===== src/rtl/distance_pkg.sv =====
`default_nettype none
// ============================================================================
//  Module      : distance_pkg
//  Description : Shared definitions for the ultrasonic distance path. Holds
//                the filter state encoding, the default range and threshold
//                constants used by DISTANCE_READER, the filter and the motion
//                controller, and the obstacle hysteresis decision.
//  Revision    : 1.0 - initial release
// ============================================================================
package distance_pkg;

    // Defaults in reader distance units (cm) and 50 MHz clock cycles.
    localparam int c_MAX_DIST       = 400;
    localparam int c_NEAR_TH        = 20;
    localparam int c_FAR_TH         = 30;
    localparam int c_TIMEOUT_CYCLES = 3000000;

    // Filter operating state.
    typedef enum logic [1:0] {
        ST_FILL  = 2'd0,
        ST_RUN   = 2'd1,
        ST_STALE = 2'd2
    } state_e;

    // Obstacle hysteresis: set below the near threshold, clear above the far
    // threshold, otherwise (including equality with either) keep the flag.
    function automatic logic next_obstacle(
        input logic        cur,
        input int unsigned avg,
        input int unsigned near_th,
        input int unsigned far_th
    );
        logic res;
        res = cur;
        if (avg < near_th) begin
            res = 1'b1;
        end else if (avg > far_th) begin
            res = 1'b0;
        end
        return res;
    endfunction

endpackage
`default_nettype wire


===== src/rtl/distance_filter_ring.sv =====
`default_nettype none
// ============================================================================
//  Module      : distance_filter_ring
//  Description : DEPTH x D_WIDTH ring buffer holding the averaging window.
//                The entry at the write pointer is the oldest sample and is
//                presented combinationally so it can be subtracted from the
//                running sum in the same cycle it is overwritten.
//  Revision    : 1.0 - initial release
//
//  Ports
//    clk        in   clock
//    rst        in   synchronous active-high reset
//    clr_i      in   synchronous clear of all entries and the write pointer
//    wr_en_i    in   write wr_data_i at the pointer and advance it
//    wr_data_i  in   sample to store
//    rd_data_o  out  oldest entry (the one the next write replaces)
// ============================================================================
module distance_filter_ring #(
    parameter int D_WIDTH    = 16,
    parameter int LOG2_DEPTH = 2
) (
    input  logic               clk,
    input  logic               rst,
    input  logic               clr_i,
    input  logic               wr_en_i,
    input  logic [D_WIDTH-1:0] wr_data_i,
    output logic [D_WIDTH-1:0] rd_data_o
);

    localparam int c_DEPTH = 1 << LOG2_DEPTH;

    logic [LOG2_DEPTH-1:0] wptr_q;
    logic [D_WIDTH-1:0]    entries_w [c_DEPTH];

    // Pointer is exactly LOG2_DEPTH bits wide, so the increment wraps
    // modulo DEPTH without an explicit compare.
    always_ff @(posedge clk) begin
        if (rst || clr_i) begin
            wptr_q <= '0;
        end else if (wr_en_i) begin
            wptr_q <= wptr_q + LOG2_DEPTH'(1);
        end
    end

    for (genvar i = 0; i < c_DEPTH; i++) begin : g_entry
        logic [D_WIDTH-1:0] entry_q;

        always_ff @(posedge clk) begin
            if (rst || clr_i) begin
                entry_q <= '0;
            end else if (wr_en_i && (wptr_q == LOG2_DEPTH'(i))) begin
                entry_q <= wr_data_i;
            end
        end

        assign entries_w[i] = entry_q;
    end

    assign rd_data_o = entries_w[wptr_q];

endmodule
`default_nettype wire


===== src/rtl/distance_filter.sv =====
`default_nettype none
// ============================================================================
//  Module      : distance_filter
//  Description : Conditions ultrasonic distance samples for the motion
//                controller. Each strobed sample is clamped (no echo or out of
//                range -> MAX_DIST), folded into a moving average over
//                2^LOG2_DEPTH samples, and drives an obstacle flag with
//                hysteresis. If samples stop arriving for TIMEOUT_CYCLES the
//                filter declares the sensor stale and forces the obstacle flag.
//  Revision    : 1.0 - initial release
//
//  Ports
//    DISTANCE_FILTER_CLOCK_50        in   50 MHz system clock
//    DISTANCE_FILTER_RESET_InHigh    in   synchronous active-high reset
//    DISTANCE_FILTER_DISTANCE_InBus  in   raw distance, valid with strobe
//    DISTANCE_FILTER_SAMPLE_In       in   one-cycle sample strobe
//    DISTANCE_FILTER_AVERAGE_OutBus  out  latest moving average
//    DISTANCE_FILTER_VALID_Out       out  one-cycle pulse on average update
//    DISTANCE_FILTER_OBSTACLE_Out    out  1 = obstacle / stop
//    DISTANCE_FILTER_STALE_Out       out  sensor silent for TIMEOUT_CYCLES
// ============================================================================
module distance_filter
    import distance_pkg::*;
#(
    parameter int N_WIDTH        = 32,
    parameter int D_WIDTH        = 16,
    parameter int LOG2_DEPTH     = 2,
    parameter int MAX_DIST       = c_MAX_DIST,
    parameter int NEAR_TH        = c_NEAR_TH,
    parameter int FAR_TH         = c_FAR_TH,
    parameter int TIMEOUT_CYCLES = c_TIMEOUT_CYCLES
) (
    input  logic               DISTANCE_FILTER_CLOCK_50,
    input  logic               DISTANCE_FILTER_RESET_InHigh,
    input  logic [N_WIDTH-1:0] DISTANCE_FILTER_DISTANCE_InBus,
    input  logic               DISTANCE_FILTER_SAMPLE_In,
    output logic [D_WIDTH-1:0] DISTANCE_FILTER_AVERAGE_OutBus,
    output logic               DISTANCE_FILTER_VALID_Out,
    output logic               DISTANCE_FILTER_OBSTACLE_Out,
    output logic               DISTANCE_FILTER_STALE_Out
);

    localparam int c_DEPTH   = 1 << LOG2_DEPTH;
    localparam int c_S_WIDTH = D_WIDTH + LOG2_DEPTH;
    localparam int c_T_WIDTH = (TIMEOUT_CYCLES > 2) ? $clog2(TIMEOUT_CYCLES) : 1;

    localparam logic [N_WIDTH-1:0]    c_MAX_RAW   = N_WIDTH'(MAX_DIST);
    localparam logic [D_WIDTH-1:0]    c_MAX_D     = D_WIDTH'(MAX_DIST);
    localparam logic [c_T_WIDTH-1:0]  c_TMO_LAST  = c_T_WIDTH'(TIMEOUT_CYCLES - 1);
    localparam logic [LOG2_DEPTH-1:0] c_FILL_LAST = LOG2_DEPTH'(c_DEPTH - 1);

    // ------------------------------------------------------------------
    // Registers
    // ------------------------------------------------------------------
    state_e                  state_q;
    logic [LOG2_DEPTH-1:0]   fill_q;
    logic [c_S_WIDTH-1:0]    sum_q;
    logic [D_WIDTH-1:0]      clamp_q;
    logic                    s1_valid_q;
    logic [c_T_WIDTH-1:0]    tmo_q;
    logic [D_WIDTH-1:0]      avg_q;
    logic                    valid_q;
    logic                    obstacle_q;
    logic                    stale_q;

    // ------------------------------------------------------------------
    // Combinational next values
    // ------------------------------------------------------------------
    logic [D_WIDTH-1:0]      clamp_d;
    logic [c_S_WIDTH-1:0]    sum_d;
    logic [D_WIDTH-1:0]      avg_d;
    logic                    obstacle_d;
    logic [D_WIDTH-1:0]      ring_oldest;
    logic                    ring_clr;
    logic                    accept;
    logic                    expire;

    wire logic clk    = DISTANCE_FILTER_CLOCK_50;
    wire logic rst    = DISTANCE_FILTER_RESET_InHigh;
    wire logic sample = DISTANCE_FILTER_SAMPLE_In;

    // A zero reading means the reader saw no echo; treat it like an
    // out-of-range reading so it counts as "far" rather than "touching".
    always_comb begin
        clamp_d = DISTANCE_FILTER_DISTANCE_InBus[D_WIDTH-1:0];
        if ((DISTANCE_FILTER_DISTANCE_InBus == '0) ||
            (DISTANCE_FILTER_DISTANCE_InBus > c_MAX_RAW)) begin
            clamp_d = c_MAX_D;
        end
    end

    // The sum always contains the oldest entry, so the subtraction cannot
    // go negative; the sum width holds DEPTH * MAX without overflow.
    always_comb begin
        sum_d      = sum_q + c_S_WIDTH'(clamp_q) - c_S_WIDTH'(ring_oldest);
        avg_d      = D_WIDTH'(sum_d >> LOG2_DEPTH);
        obstacle_d = next_obstacle(obstacle_q, 32'(avg_d), NEAR_TH, FAR_TH);
    end

    // Stage-2 acceptance of the clamped sample. While stale the pipeline is
    // necessarily empty, but the guard keeps ring and sum consistent.
    assign accept = s1_valid_q && (state_q != ST_STALE);

    // Expiry only fires without a strobe; a strobe on the expiry cycle wins.
    assign expire = !sample && (tmo_q == c_TMO_LAST) && (state_q != ST_STALE);

    // Leaving STALE: the waking sample starts a fresh window, so the old
    // window contents are discarded on the cycle the strobe is seen.
    assign ring_clr = sample && (state_q == ST_STALE);

    distance_filter_ring #(
        .D_WIDTH    (D_WIDTH),
        .LOG2_DEPTH (LOG2_DEPTH)
    ) u_ring (
        .clk       (clk),
        .rst       (rst),
        .clr_i     (ring_clr),
        .wr_en_i   (accept),
        .wr_data_i (clamp_q),
        .rd_data_o (ring_oldest)
    );

    // ------------------------------------------------------------------
    // Clamp stage and timeout counter
    // ------------------------------------------------------------------
    always_ff @(posedge clk) begin
        if (rst) begin
            clamp_q    <= '0;
            s1_valid_q <= 1'b0;
            tmo_q      <= '0;
        end else begin
            s1_valid_q <= sample;
            if (sample) begin
                clamp_q <= clamp_d;
            end
            // Counter parks at its last value, which both triggers expiry
            // and holds it saturated for the whole STALE period.
            if (sample) begin
                tmo_q <= '0;
            end else if (tmo_q != c_TMO_LAST) begin
                tmo_q <= tmo_q + c_T_WIDTH'(1);
            end
        end
    end

    // ------------------------------------------------------------------
    // Averaging stage, state machine and registered outputs
    // ------------------------------------------------------------------
    always_ff @(posedge clk) begin
        if (rst) begin
            state_q    <= ST_FILL;
            fill_q     <= '0;
            sum_q      <= '0;
            avg_q      <= '0;
            valid_q    <= 1'b0;
            obstacle_q <= 1'b1;
            stale_q    <= 1'b0;
        end else begin
            valid_q <= 1'b0;
            case (state_q)
                ST_STALE: begin
                    if (sample) begin
                        state_q <= ST_FILL;
                        stale_q <= 1'b0;
                        fill_q  <= '0;
                        sum_q   <= '0;
                    end
                end

                ST_FILL: begin
                    if (accept) begin
                        sum_q <= sum_d;
                        if (fill_q == c_FILL_LAST) begin
                            // Window is now full: this sample is the first
                            // with a meaningful average.
                            state_q    <= ST_RUN;
                            avg_q      <= avg_d;
                            valid_q    <= 1'b1;
                            obstacle_q <= obstacle_d;
                        end else begin
                            fill_q <= fill_q + LOG2_DEPTH'(1);
                        end
                    end
                    if (expire) begin
                        state_q    <= ST_STALE;
                        stale_q    <= 1'b1;
                        obstacle_q <= 1'b1;
                        valid_q    <= 1'b0;
                    end
                end

                default: begin
                    if (accept) begin
                        sum_q      <= sum_d;
                        avg_q      <= avg_d;
                        valid_q    <= 1'b1;
                        obstacle_q <= obstacle_d;
                    end
                    if (expire) begin
                        state_q    <= ST_STALE;
                        stale_q    <= 1'b1;
                        obstacle_q <= 1'b1;
                        valid_q    <= 1'b0;
                    end
                end
            endcase
        end
    end

    assign DISTANCE_FILTER_AVERAGE_OutBus = avg_q;
    assign DISTANCE_FILTER_VALID_Out      = valid_q;
    assign DISTANCE_FILTER_OBSTACLE_Out   = obstacle_q;
    assign DISTANCE_FILTER_STALE_Out      = stale_q;

endmodule
`default_nettype wire


===== config.mk =====
export PLATFORM = sky130hd
export DESIGN_NAME = distance_filter
export DESIGN_NICKNAME = d
export VERILOG_FILES = /design/src/rtl/distance_pkg.sv /design/src/rtl/distance_filter_ring.sv /design/src/rtl/distance_filter.sv
export SDC_FILE = /design/constraint.sdc
export NUM_CORES = 1
export LEC_CHECK = 0
export CAP_MARGIN = 20
export CORE_MARGIN = 2
export CORE_UTILIZATION = 53
export DETAILED_ROUTE_END_ITERATION = 10
export GPL_TIMING_DRIVEN = 0
export PLACE_DENSITY = 0.83
export SYNTH_ARGS = -nofsm -noshare
export SYNTH_HDL_FRONTEND = slang
export SYNTH_SLANG_ARGS = --single-unit

===== constraint.sdc =====
create_clock -name DISTANCE_FILTER_CLOCK_50 -period 4.7 [get_ports DISTANCE_FILTER_CLOCK_50]
set_input_delay 0.705 -clock DISTANCE_FILTER_CLOCK_50 [delete_from_list [all_inputs] [get_ports DISTANCE_FILTER_CLOCK_50]]
set_output_delay 0.705 -clock DISTANCE_FILTER_CLOCK_50 [all_outputs]
set_load 0.1 [all_outputs]

==> results of run 1 <==
==> kinds of logic after synthesis <==
logic type / Yosys count / share of synthesized area (%)
and+or+nand+nor: 321 / 19.9
AOI/OAI and AO/OA: 165 / 14.4
DFF: 146 / 41.4
buffers and inverters: 108 / 5.90
adders and majority gates: 40 / 8.78
xor gates and xnor gates: 34 / 4.32
muxes: 18 / 5.38
==> final cells by class <==
cell class	count	area (sq um)	share of cell area, %
buffer	39	171	2.03
sequential	146	2920	34.6
multi-input combinational	578	3730	44.0
clock inverter	14	200	2.37
timing repair buffer	52	520	6.15
clock buffer	18	439	5.19
inverter	69	259	3.06
tap	176	220	2.60
==> where the power goes <==
part	total [mW]	switching, mW	internal [mW]	leakage (nW)
Combinational	1.05	0.596	0.454	1.59
Clock	1.47	0.562	0.910	0.304
Sequential	1.31	0.0338	1.28	1.18
==> worst min path at each step <==
stage	startpoint	to	cells past startpoint
2_1_floorplan	sum_q[10]$_SDFFE_PP0P_	sum_q[10]$_SDFFE_PP0P_	2
3_3_place_gp	sum_q[7]$_SDFFE_PP0P_	sum_q[7]$_SDFFE_PP0P_	2
3_5_place_dp	u_ring.g_entry[3].entry_q[15]$_SDFFE_PP0P_	u_ring.g_entry[3].entry_q[15]$_SDFFE_PP0P_	2
4_1_cts	u_ring.g_entry[3].entry_q[15]$_SDFFE_PP0P_	u_ring.g_entry[3].entry_q[15]$_SDFFE_PP0P_	2
5_1_grt	u_ring.g_entry[2].entry_q[0]$_SDFFE_PP0P_	u_ring.g_entry[2].entry_q[0]$_SDFFE_PP0P_	2
6_report	u_ring.g_entry[3].entry_q[1]$_SDFFE_PP0P_	u_ring.g_entry[3].entry_q[1]$_SDFFE_PP0P_	2
==> metrics by stage <==
step	setup TNS [ps]	hold WS, ps	area (sq um)	util, %	setup slack (ps)
after floorplan	0	425	7070	-	5.95
after global placement	-1340	436	7810	59.4	-554
after detailed placement	-1670	446	7810	59.4	-567
after CTS	0	454	8450	64.3	2.96
after global routing	0	472	8460	64.4	7.43
final	0	454	8460	64.4	251
==> routing by layer <==
layer / track usage (%) / up-vias / part of all wire [%]
li1: - / 2925 / -
met1: 31.5 / 2842 / 42
met5: 0 / - / 0
met2: 41.8 / 225 / 48
met3: 5.27 / 49 / 6.9
met4: 10.2 / 0 / 2.7
==> critical path, cell delays in order (launching register included) <==
cell and delay (ps):
dfxtp_1 370, clkbuf_4 280, buf_6 210, mux4_2 560, fa_1 500, inv_1 60
fa_1 500, a211oi_4 310, o21ai_2 130, a2111o_1 400, a31o_1 230, a21oi_2 150
xnor2_1 120, or3_1 400, o21ai_1 140
==> layout by cell type, fill, tap and decap left out, types with 5 or more instances in the layout <==
master | netlist | layout
nand4_1 | 6 | 6
clkbuf_1 | 36 | 33
a211oi_1 | 7 | 7
o21ai_0 | 16 | 16
nor2b_1 | 6 | 6
a21oi_1 | 95 | 95
inv_6 | 0 | 5
nor2_1 | 64 | 64
a22o_1 | 15 | 15
dfxtp_1 | 146 | 146
nor4_1 | 5 | 5
xnor2_1 | 16 | 16
and3_1 | 9 | 9
mux4_2 | 16 | 16
clkbuf_16 | 0 | 17
ha_1 | 24 | 24
nor3_1 | 11 | 11
inv_1 | 69 | 69
nand3_1 | 10 | 10
clkdlybuf4s50_1 | 0 | 52
fa_1 | 16 | 16
xor2_1 | 17 | 17
nand2_1 | 186 | 186
==> state kept, by name (all words and copies together), names as in the netlist <==
| signal | count |
|---|---|
| DISTANCE_FILTER_VALID_Out | 1 |
| u_ring.wptr_q | 2 |
| fill_q | 2 |
| DISTANCE_FILTER_AVERAGE_OutBus | 16 |
| tmo_q | 22 |
| state_q | 2 |
| s1_valid_q | 1 |
| sum_q | 18 |
| clamp_q | 16 |
| DISTANCE_FILTER_STALE_Out | 1 |
| u_ring.g_entry.entry_q | 64 |
| DISTANCE_FILTER_OBSTACLE_Out | 1 |
==> metrics, run 1 <==
GRT Residual Overflow=0; Placed Instances=1060; Hold Crit Class=reg -> reg; FFs w/ async S/R, synth=0%; via/cell ratio=between 5 and 6; core area=between 0.01 and 0.015 sq mm; CP arrival=4810 ps; crit share post-route=94.7%; status=finished clean; Ant. Diodes=0; fillers=roughly 1000; Syn Nets=between 900 and 1000; Overall Global Routing Usage=~25%; Slew Limit Fails=0; Crit Reg-Reg Endpoint=DISTANCE_FILTER_OBSTACLE_Out$_SDFFE_PP1P_; vias in the first global route=5952; DRC errors left=0; Seq cells post-synth=around 150; root buf cell=clkbuf_16; CTS Buf Count=17; hold buffers post-CTS=0; WS Path Type=reg -> reg; Worst R2R Path Depth=14; commonest register cell after synthesis=dfxtp_1; post-synth top area share=41.4%; post-synthesis sequential area ratio=41.4%; max_slew headroom=around a third; Pwr Density=approximately 450 mW/mm^2; MaxCap Viol Count=0; row count=42; DR WL/cell=around 15 um; largest net degree at the start of global routing=17; cell taking the most area after synthesis=dfxtp_1; clk_lat worst skew=roughly 440 ps; Worst Setup Start Kind=flop; Area contributors post-synth=dfxtp_1, nand2_1, a21oi_1, mux4_2, fa_1; Vias=around 6000; Lkg Pwr=~3.1 nW; Worst Setup SP=u_ring.wptr_q[0]$_SDFFE_PP0P_; RSZ-0062 raised after global routing=no; Post-Route WL=about 17000 um; most common cell in the netlist=nand2_1; Reg clk slew, reported paths=60 ps; CTS tree=yes; Yosys cell types=60; Finished Layout Cells=1092; Cell Area, Synth=just over 0.007 sq mm; drt pass-1 iters=5; top post-synthesis cells by count=nand2_1, dfxtp_1, a21oi_1, inv_1, nor2_1; Ys Warns=0; Post CTS Setup Buffer Count=0; CP required=5060 ps; first-pass GRT wire length=between 20000 and 30000 um; die area=about 0.014 sq mm; Final Critical Period=about 4400 ps; Bufs on Longest Clock Path=2; skew final=between 9 and 10 ps; Die Span X=119 um; hpwl dp=between 10000 and 15000 um; Slew @ Worst Pin=slightly below 1000 ps; CTS H-tree depth=4; initial antenna violation count=0; Mapped Cells=about 830; post-route ant nets=0; Syn-to-layout area delta=19.7%; reg2reg start=u_ring.wptr_q[0]$_SDFFE_PP0P_; Resized cells post-CTS=3; critical path capture point type=flop; Hold Vio Cnt, Final=0; share of layout cells above drive strength 1=roughly 7.6%; Worst Setup EP=DISTANCE_FILTER_OBSTACLE_Out$_SDFFE_PP1P_; Syn Area/Cell=approximately 8.5 sq um; Final setup viols=0; fin nets=about 1000; die span in y=~120 um; reg-to-reg slack, setup=250 ps; number of synthesized flops with an enable pin=0; CP Max Fanout=10; VDD IR max=roughly 0.00034 V; Iter 0 DRT Violations=roughly 580; gpl congestion=~0.83; Sink Count=between 100 and 150; IO Port Bufs=between 50 and 60; Initial Utilization=53.8%; overall power=3.84 mW; f_max=roughly 0.22 GHz; Top Ports=54
Power figures use the tool's default switching activity.
==> run 2, diff against run 1 <==
--- a/config.mk
+++ b/config.mk
@@ -6,6 +6,7 @@
 export NUM_CORES = 1
 export LEC_CHECK = 0
 export CAP_MARGIN = 20
+export CORE_ASPECT_RATIO = 0.8
 export CORE_MARGIN = 2
 export CORE_UTILIZATION = 53
 export DETAILED_ROUTE_END_ITERATION = 10
==> run 2 against run 1 <==
Effect of this change: routed wire length increased by 2.9%; sequential power is essentially flat; largest power group unchanged; critical path type unchanged; clock power shrank 4%.
==> metrics, run 2 (same netlist as run 1, synthesis figures left out) <==
core area=~0.013 sq mm; Post CTS Setup Buffer Count=0; Top Registers=u_ring.g_entry.entry_q x64, tmo_q x22, sum_q x18; fin nets=a little under 1000; combinational power share=between 20 and 30%; pre-CTS setup slack=-571 ps; gpl congestion=between 0.8 and 0.9; Net Sw Frac=31.2%; critical path capture point type=flop; via/cell ratio=approximately 5.5; largest net degree at the start of global routing=17; first-pass GRT wire length=29200 um; WS Path Type=reg -> reg; Die Span X=133 um; MaxCap Viol Count=0; Worst Setup Start Kind=flop; CTS Buf Count=17; Syn-to-layout area delta=19.3%; Slew @ Worst Pin=about 1000 ps; most common cell after layout, fill and taps aside=nand2_1; Post-Route WL=approximately 17000 um; Final Critical Period=between 4000 and 5000 ps; CTS tree=yes; Psw=~1.2 mW; Resized cells post-CTS=4; CTS H-tree depth=4; IO Port Bufs=52; Top Ports=54; max reg flops=64; DRC errors left=0; Vias=5990; RSZ-0062 raised after global routing=no; Cell Int Power=roughly 2.6 mW; VDD IR max=about 0.0003 V; Slew Limit Fails=0; die area=about 0.014 sq mm; Seq pwr share=between 30% and 40%; die span in y=between 100 and 150 um; crit share post-route=between 90% and 100%; Bufs on Longest Clock Path=2; hold buffers post-CTS=0; clk_lat worst skew=about 430 ps; vias in the first global route=~6000; root buf cell=clkbuf_16; Sink Count=roughly 150; Largest Register=u_ring.g_entry.entry_q; CP Max Fanout=10; fillers=about 1000; DR WL/cell=about 16 um; Cell Area, Placed=around 0.008 sq mm; CP required=5060 ps; row count=37; Final setup viols=0; skew final=~10 ps; commonest cells after routing, fill and taps aside=nand2_1, dfxtp_1, a21oi_1; Initial Utilization=54.7%; Lkg Pwr=3.06 nW; CP arrival=4820 ps; share of layout cells above drive strength 1=~7.5%; post-route ant nets=0; Multi-input gate area=0.00373 sq mm; drt pass-1 iters=5; flip-flop and latch area=between 0.002 and 0.003 sq mm; Final Worst Setup Slack=about 240 ps; GRT Residual Overflow=0; initial antenna violation count=0; Ant. Diodes=0; Hold Crit Class=reg -> reg; hpwl dp=roughly 12000 um; max_slew headroom=a little over a third; Clk pwr share=between 30% and 40%; Iter 0 DRT Violations=roughly 320; Overall Global Routing Usage=a little over a quarter; Design Area, Final=about 0.0084 sq mm; status=finished clean; Pwr Density=449 mW/mm^2; Hold Vio Cnt, Final=0; f_max=around 0.22 GHz; Reg clk slew, reported paths=around 60 ps
run 2: changes by cell type in the layout (fill, tap and decap cells not counted), sizes merged:
| cell | change |
|---|---|
| clkinv | +3 |
| clkbuf | +2 |
| bufinv | -1 |
| clkinvlp | -1 |
| inv | -3 |
run 2: through the flow:
| step | power [mW] | util (%) | hold slack [ps] | TNS (ps) | std cells |
|---|---|---|---|---|---|
| after floorplan | 2.13 | - | 425 | 0 | 832 |
| after CTS | 3.78 | 65.2 | 451 | 0 | 1091 |
| after global routing | 3.95 | 65.3 | 471 | 0 | 1091 |
| after detailed placement | 2.37 | 60.4 | 443 | -1700 | 1059 |
| final | 3.78 | 65.3 | 454 | 0 | 1091 |
| after global placement | 2.34 | 60.4 | 436 | -1270 | 1059 |
run 2: power groups by stage:
stage | Clock, mW | Combinational [mW] | Sequential, mW
final | 1.41 | 1.06 | 1.31
after global routing | 1.47 | 1.16 | 1.32
after CTS | 1.42 | 1.05 | 1.31
after detailed placement | 0 | 1.03 | 1.34
after global placement | 0 | 1.01 | 1.34
after floorplan | 0 | 0.799 | 1.33
run 2: cell type report:
| type | count | area share (%) |
|---|---|---|
| multi-input combinational | 578 | 44.2 |
| timing repair buffer | 52 | 6.17 |
| inverter | 69 | 3.07 |
| clock buffer | 20 | 5.42 |
| tap | 175 | 2.60 |
| buffer | 39 | 2.03 |
| clock inverter | 12 | 1.84 |
| sequential | 146 | 34.7 |
run 2: worst max-delay path, stage by stage (launching register included):
cell and delay [ps]:
dfxtp_1 390, clkbuf_4 280, buf_6 210, mux4_2 570, fa_1 500, inv_1 70
fa_1 500, a211oi_4 310, o21ai_2 130, a2111o_1 400, nand2_1 90, xnor2_1 130
a211o_1 290, or4_1 390, o21ai_1 130
run 2: layer usage:
layer  track usage [%]  wire [um]  up-vias
li1                  -          -     2921
met1              34.4       7710     2838
met2              42.7       8140      204
met3              6.36       1320       27
met4              8.28        247        0
met5                 0          0        -
run 2: final timing paths:
path,slack [ps],cells after the start,end,startpoint
setup reg to reg,240,14,DISTANCE_FILTER_OBSTACLE_Out$_SDFFE_PP1P_,u_ring.wptr_q[0]$_SDFFE_PP0P_
setup / recovery,240,14,DISTANCE_FILTER_OBSTACLE_Out$_SDFFE_PP1P_,u_ring.wptr_q[0]$_SDFFE_PP0P_
hold reg to reg,450,2,u_ring.g_entry[2].entry_q[1]$_SDFFE_PP0P_,u_ring.g_entry[2].entry_q[1]$_SDFFE_PP0P_
hold / removal,450,2,u_ring.g_entry[2].entry_q[1]$_SDFFE_PP0P_,u_ring.g_entry[2].entry_q[1]$_SDFFE_PP0P_
